File: config.mk
export PLATFORM = sky130hd
export DESIGN_NAME = mem_arbiter
export DESIGN_NICKNAME = d
export VERILOG_FILES = /design/src/rtl/mem_arbiter_pkg.sv /design/src/rtl/mem_lane_align.sv /design/src/rtl/mem_arbiter.sv
export SDC_FILE = /design/constraint.sdc
export NUM_CORES = 1
export LEC_CHECK = 0
export ABC_AREA = 1
export CAP_MARGIN = 40
export CORE_MARGIN = 2
export CORE_UTILIZATION = 60
export DETAILED_ROUTE_END_ITERATION = 7
export DONT_BUFFER_PORTS = 1
export MAX_ROUTING_LAYER = met4
export PLACE_DENSITY = 0.81
export SYNTH_ARGS = -nofsm -noshare
export SYNTH_HDL_FRONTEND = slang
export SYNTH_SLANG_ARGS = --single-unit
File: constraint.sdc
create_clock -name clk -period 6.45 [get_ports clk]
set_input_delay 0.3225 -clock clk [delete_from_list [all_inputs] [get_ports clk]]
set_output_delay 0.3225 -clock clk [all_outputs]
set_load 0.02 [all_outputs]
File: src/rtl/mem_arbiter_pkg.sv
// Shared definitions for the memory arbiter slice.
//   - Data-request width codes (byte / half / word; code 2'b11 is illegal).
//   - Arbiter FSM state encoding.
//   - word_addr(): strip the byte offset from an address.
package mem_arbiter_pkg;

  localparam logic [1:0] WIDTH_BYTE = 2'b00;
  localparam logic [1:0] WIDTH_HALF = 2'b01;
  localparam logic [1:0] WIDTH_WORD = 2'b10;

  typedef enum logic [1:0] {
    ST_IDLE   = 2'b00,
    ST_BUS_IF = 2'b01,
    ST_BUS_DM = 2'b10
  } state_e;

  function automatic logic [31:0] word_addr(input logic [31:0] addr);
    return {addr[31:2], 2'b00};
  endfunction

endpackage

File: src/rtl/mem_lane_align.sv
// Byte-lane alignment for data-port requests.
// Ports:
//   width      in  2   access width code (byte/half/word, 11 illegal)
//   addr       in  32  byte address
//   wdata      in  32  write data, right-justified
//   be         out 4   byte enables for the addressed lanes
//   addr_word  out 32  word-aligned bus address
//   wdata_lane out 32  write data replicated so it sits in the addressed lanes
//   misaligned out 1   access crosses its natural alignment or width is illegal
module mem_lane_align
  import mem_arbiter_pkg::*;
(
  input  logic [1:0]  width,
  input  logic [31:0] addr,
  input  logic [31:0] wdata,
  output logic [3:0]  be,
  output logic [31:0] addr_word,
  output logic [31:0] wdata_lane,
  output logic        misaligned
);

  assign addr_word = word_addr(addr);

  // NOTE: every output gets a default before the case so no path leaves
  // a value unassigned, which would otherwise infer a latch.
  always_comb begin
    be         = 4'b0000;
    wdata_lane = 32'h0;
    misaligned = 1'b0;
    case (width)
      WIDTH_BYTE: begin
        be         = 4'b0001 << addr[1:0];
        wdata_lane = {4{wdata[7:0]}};
      end
      WIDTH_HALF: begin
        be         = 4'b0011 << addr[1:0];
        wdata_lane = {2{wdata[15:0]}};
        misaligned = addr[0];
      end
      WIDTH_WORD: begin
        be         = 4'b1111;
        wdata_lane = wdata;
        misaligned = (addr[1:0] != 2'b00);
      end
      default: misaligned = 1'b1;
    endcase
  end

endmodule

File: src/rtl/mem_arbiter.sv
// Two-port (fetch / data) arbiter onto a single request/ack memory bus.
// Data requests normally win; after MAX_DM_BURST consecutive data grants
// with fetch waiting, fetch is served once. A bus transaction that sees no
// ack within TIMEOUT request cycles is aborted and reported.
// Ports:
//   clk, rst                       clock, async active-high reset
//   if_req_i/if_addr_i             fetch request (always a word read)
//   if_gnt_o/if_rvalid_o/if_rdata_o fetch grant pulse, completion, data
//   dm_req_i/dm_we_i/dm_width_i/dm_addr_i/dm_wdata_i  data request
//   dm_gnt_o/dm_rvalid_o/dm_rdata_o/dm_err_o  data grant, completion, data, error
//   bus_req_o/bus_we_o/bus_be_o/bus_addr_o/bus_wdata_o  bus request fields
//   bus_ack_i/bus_rdata_i          bus acknowledge and read data
module mem_arbiter
  import mem_arbiter_pkg::*;
#(
  parameter int TIMEOUT      = 8,
  parameter int MAX_DM_BURST = 4
) (
  input  logic        clk,
  input  logic        rst,
  input  logic        if_req_i,
  input  logic [31:0] if_addr_i,
  output logic        if_gnt_o,
  output logic        if_rvalid_o,
  output logic [31:0] if_rdata_o,
  input  logic        dm_req_i,
  input  logic        dm_we_i,
  input  logic [1:0]  dm_width_i,
  input  logic [31:0] dm_addr_i,
  input  logic [31:0] dm_wdata_i,
  output logic        dm_gnt_o,
  output logic        dm_rvalid_o,
  output logic [31:0] dm_rdata_o,
  output logic        dm_err_o,
  output logic        bus_req_o,
  output logic        bus_we_o,
  output logic [3:0]  bus_be_o,
  output logic [31:0] bus_addr_o,
  output logic [31:0] bus_wdata_o,
  input  logic        bus_ack_i,
  input  logic [31:0] bus_rdata_i
);

  localparam int WAIT_W  = $clog2(TIMEOUT + 1);
  localparam int BURST_W = $clog2(MAX_DM_BURST + 1);
  localparam logic [WAIT_W-1:0]  WAIT_LAST = WAIT_W'(TIMEOUT - 1);
  localparam logic [BURST_W-1:0] BURST_MAX = BURST_W'(MAX_DM_BURST);

  state_e state, state_next;
  logic   if_gnt, dm_gnt;

  logic [3:0]  dm_be;
  logic [31:0] dm_addr_word, dm_wdata_lane;
  logic        dm_misaligned;

  logic        lat_we;
  logic [3:0]  lat_be;
  logic [31:0] lat_addr, lat_wdata;

  logic [WAIT_W-1:0]  wait_cnt;
  logic [BURST_W-1:0] burst_cnt;

  logic        if_rvalid_q, dm_rvalid_q, dm_err_q;
  logic [31:0] rdata_q;

  logic timeout_hit, bus_done;

  mem_lane_align u_lane_align (
    .width      (dm_width_i),
    .addr       (dm_addr_i),
    .wdata      (dm_wdata_i),
    .be         (dm_be),
    .addr_word  (dm_addr_word),
    .wdata_lane (dm_wdata_lane),
    .misaligned (dm_misaligned)
  );

  // The last request cycle without ack ends the transaction as a timeout.
  assign timeout_hit = bus_req_o && !bus_ack_i && (wait_cnt == WAIT_LAST);
  assign bus_done    = bus_ack_i || timeout_hit;

  // Grants are combinational so a waiting requester is accepted in the same
  // cycle; they are masked during reset so every output reads 0.
  always_comb begin
    state_next = state;
    if_gnt     = 1'b0;
    dm_gnt     = 1'b0;
    case (state)
      ST_IDLE: begin
        if (!rst) begin
          if (if_req_i && (!dm_req_i || burst_cnt == BURST_MAX)) begin
            if_gnt     = 1'b1;
            state_next = ST_BUS_IF;
          end else if (dm_req_i) begin
            dm_gnt = 1'b1;
            // A misaligned access never reaches the bus; it is answered
            // with an error straight from IDLE.
            if (!dm_misaligned) state_next = ST_BUS_DM;
          end
        end
      end
      ST_BUS_IF, ST_BUS_DM: if (bus_done) state_next = ST_IDLE;
      default: state_next = ST_IDLE;
    endcase
  end

  // NOTE: sequential state uses non-blocking assignments so every register
  // samples the pre-edge values regardless of statement order.
  always_ff @(posedge clk or posedge rst) begin
    if (rst) state <= ST_IDLE;
    else     state <= state_next;
  end

  always_ff @(posedge clk or posedge rst) begin
    if (rst) begin
      lat_we    <= 1'b0;
      lat_be    <= 4'b0000;
      lat_addr  <= 32'h0;
      lat_wdata <= 32'h0;
    end else if (if_gnt) begin
      lat_we    <= 1'b0;
      lat_be    <= 4'b1111;
      lat_addr  <= word_addr(if_addr_i);
      lat_wdata <= 32'h0;
    end else if (dm_gnt && !dm_misaligned) begin
      lat_we    <= dm_we_i;
      lat_be    <= dm_be;
      lat_addr  <= dm_addr_word;
      lat_wdata <= dm_wdata_lane;
    end
  end

  always_ff @(posedge clk or posedge rst) begin
    if (rst) begin
      wait_cnt  <= '0;
      burst_cnt <= '0;
    end else begin
      if (state == ST_IDLE) wait_cnt <= '0;
      else if (!bus_ack_i)  wait_cnt <= wait_cnt + 1'b1;

      // Burst credit only moves while idle: reset when fetch is absent or
      // served, otherwise count data grants that made fetch wait.
      if (state == ST_IDLE) begin
        if (!if_req_i || if_gnt)                  burst_cnt <= '0;
        else if (dm_gnt && burst_cnt != BURST_MAX) burst_cnt <= burst_cnt + 1'b1;
      end
    end
  end

  always_ff @(posedge clk or posedge rst) begin
    if (rst) begin
      if_rvalid_q <= 1'b0;
      dm_rvalid_q <= 1'b0;
      dm_err_q    <= 1'b0;
      rdata_q     <= 32'h0;
    end else begin
      if_rvalid_q <= (state == ST_BUS_IF) && bus_done;
      dm_rvalid_q <= ((state == ST_BUS_DM) && bus_done) || (dm_gnt && dm_misaligned);
      dm_err_q    <= ((state == ST_BUS_DM) && timeout_hit) || (dm_gnt && dm_misaligned);
      rdata_q     <= (bus_req_o && bus_ack_i && !lat_we) ? bus_rdata_i : 32'h0;
    end
  end

  assign if_gnt_o    = if_gnt;
  assign dm_gnt_o    = dm_gnt;
  assign if_rvalid_o = if_rvalid_q;
  assign if_rdata_o  = if_rvalid_q ? rdata_q : 32'h0;
  assign dm_rvalid_o = dm_rvalid_q;
  assign dm_rdata_o  = dm_rvalid_q ? rdata_q : 32'h0;
  assign dm_err_o    = dm_err_q;

  assign bus_req_o   = (state != ST_IDLE);
  assign bus_we_o    = bus_req_o && lat_we;
  assign bus_be_o    = bus_req_o ? lat_be : 4'b0000;
  assign bus_addr_o  = bus_req_o ? lat_addr : 32'h0;
  assign bus_wdata_o = (bus_req_o && lat_we) ? lat_wdata : 32'h0;

endmodule

==> results.json <==
{
  "status": "complete, but fails checks",
  "violations": "hold timing",
  "critPathMaxFanout": 44,
  "cts_made_buffers": 9,
  "vdd_drop_max_uv": 203,
  "worst-slew-pin-transition_ps": 875,
  "syn_inst": 940,
  "antenna_found_initial": 0,
  "grt_pass1_vias": 4589,
  "ff2ff_setup_slack_ps": 3810,
  "overflow": 0,
  "cellPowerDensity_nw_per_um2": 357,
  "final_nets": 1055,
  "cts-resized-gates": 0,
  "multiInputGateArea_um2": 2670,
  "path_class": "flip-flop to primary output",
  "cp_cell_sequence": "inv_1 -> ha_2 -> buf_12 -> nor2_1 -> inv_1 -> buf_8 -> nor2_1",
  "max-cap-violations": 0,
  "fmax_mhz": 331,
  "min_period_over_period_pct": 46.9,
  "postSynthAreaPerCell_um2": 6.84,
  "dr_total_vias": 5301,
  "synth_warnings": 0,
  "max-slew-margin-rel_pct": 41.4,
  "layout-drive-gt1-share_pct": 7.73,
  "regArea_um2": 2780,
  "yosysSeqAreaShare_pct": 43.2,
  "cts_setup_buffers": 0,
  "finalMaxSlewViolations": 0,
  "crit_required_ps": 6130,
  "grt_pass1_wl_um": 21900,
  "p_leak_nw": 4.17,
  "antenna_left": 0,
  "post_drt_via_cell_ratio": 5.03,
  "track_usage_pct": 24.4,
  "drtIter0Drc": 261,
  "slowest_delay_ps": 430,
  "wl_per_cell_um": 13.4,
  "num-fill-cells": 966,
  "setup_slack_ps": 3420,
  "area_growth_pct": 3.78,
  "dp_hpwl_um": 10400,
  "tns_ps": 0,
  "die-area_um2": 11600,
  "yosys.cell_types.count": 33,
  "htree_levels": 3,
  "slowest_stage": "nor2_1",
  "design_area_um2": 6670,
  "rsz0062_at_grt": "false",
  "rows": 37,
  "clkLatencyLatePin_ps": 360,
  "fp.dieH_um": 108,
  "ys_ff_latch": 111,
  "place_congestion": 0.825,
  "yosysTopAreaCellShare_pct": 43.2,
  "die_w_um": 108,
  "cp-start-kind": "flip-flop",
  "cts_sinks": 111,
  "critPathArrivalTime_ps": 2700,
  "syn_area_um2": 6430,
  "cts_buffer_depth": 2,
  "timing.hold.ws_ps": -34.2,
  "insertedDiodeCount": 0,
  "endpoint_kind": "primary output",
  "post-route-drc-count": 0,
  "port_buffers": 0,
  "post-route-min-period_ps": 3030,
  "start_util_pct": 62.0,
  "placed_cell_area_um2": 6490,
  "ys_top_cells_by_area": "dfrtp_1, nand2_1, inv_1, nor2_1, nand3_1",
  "finalClockSkew_ps": 17.2,
  "coreArea_um2": 10400,
  "utilization_pct": 64.3,
  "hold_buffers": 0,
  "clkTransAtPathRegs_ps": 110,
  "dr.pass1.iters": 5,
  "hp-class": "input pin to async pin",
  "finalHoldViolCount": 24,
  "cp_num_buf_inv": 4,
  "critPathTopFamily": "buffers and inverters",
  "setup_violations": 0,
  "pre_cts_ws_ps": 3770,
  "cts_root_buffer": "clkbuf_8",
  "synth_top_area_cell": "dfrtp_1",
  "tritoncts": "yes",
  "boundaryPins": 275,
  "finalWirelength_um": 14100,
  "grt_max_degree": 88
}
[layout make-up]
| cell class | count | share of cell area, % |
|---|---|---|
| inverter | 190 | 10.9 |
| timing repair buffer | 7 | 2.18 |
| clock buffer | 11 | 2.12 |
| tap | 136 | 2.55 |
| clock inverter | 5 | 0.600 |
| multi-input combinational | 594 | 40.1 |
| sequential | 111 | 41.6 |
[layer usage]
metal / up-vias / global-route usage, % / wire [um]
li1: 2671 / - / -
met1: 2416 / 29.8 / 5740
met2: 192 / 41.2 / 7200
met3: 22 / 5.08 / 931
met4: 0 / 6.78 / 240
met5: - / - / 0
[cells by family after synthesis]
family | synth area share, %
and+or+nand+nor | 37.6
other | 0.0583
adders and majority gates | 1.17
xor gates and xnor gates | 0.136
buffers and inverters | 15.3
DFF | 43.2
AOI/OAI and AO/OA | 2.53
[where the power goes]
group          leakage, nW  internal, mW  switching [mW]
Clock               0.0943         0.156           0.237
Combinational         2.61         0.266           0.662
Sequential            1.47         0.917           0.146
[per-stage QoR]
| stage | power [mW] | std cells |
|---|---|---|
| floorplan | 1.82 | 941 |
| global placement | 1.93 | 1032 |
| detailed placement | 2.02 | 1038 |
| CTS | 2.41 | 1054 |
| global route | 2.57 | 1054 |
| finish | 2.38 | 1054 |
[cells in the mapped netlist, drive strengths merged]
cell type / instances
o21ai: 8
o31ai: 1
conb: 1
nor2: 111
a21oi: 2
nand3: 64
xor2: 1
clkinv: 2
a31oi: 2
dfrtp: 111
clkbuf: 24
a22o: 8
inv: 188
ha: 6
nor3: 1
o211ai: 1
nand4: 6
nand2: 381
buf: 22
[worst paths after layout]
kind | from | to | depth (start not counted)
worst max-delay path | state[0] | bus_wdata_o[9] | 7
worst min-delay path | rst | burst_cnt[2] | 1
worst max register to register | state[0] | lat_be[3] | 10
worst min register to register | wait_cnt[3] | wait_cnt[3] | 1
max in group asynchronous | rst | lat_addr[4] | 2
min in group clk | bus_rdata_i[5] | rdata_q[5] | 2
[state kept, by name, indices dropped and copies added (netlist names)]
signal / flops
burst_cnt: 3
lat_wdata: 32
lat_be: 4
state: 2
lat_we: 1
rdata_q: 32
lat_addr: 30
if_rvalid_o: 1
dm_err_o: 1
dm_rvalid_o: 1
wait_cnt: 4
[cell usage in the layout, fill, tap and decap left out, types with 2 or more instances in the layout]
master | netlist | final
a21oi_1 | 2 | 2
a22o_1 | 8 | 8
a31oi_1 | 2 | 2
buf_12 | 3 | 2
buf_16 | 0 | 3
clkbuf_8 | 0 | 10
clkinv_4 | 1 | 3
conb_1 | 1 | 2
dfrtp_1 | 111 | 111
ha_1 | 6 | 5
inv_1 | 186 | 186
inv_6 | 0 | 3
nand2_1 | 346 | 346
nand2_2 | 32 | 32
nand2_4 | 2 | 2
nand3_1 | 62 | 62
nand3_4 | 2 | 2
nand4_1 | 6 | 6
nor2_1 | 105 | 105
nor2_2 | 2 | 2
nor2_8 | 4 | 4
o21ai_0 | 6 | 6
Note: power is estimated with default switching activity, not from simulation.
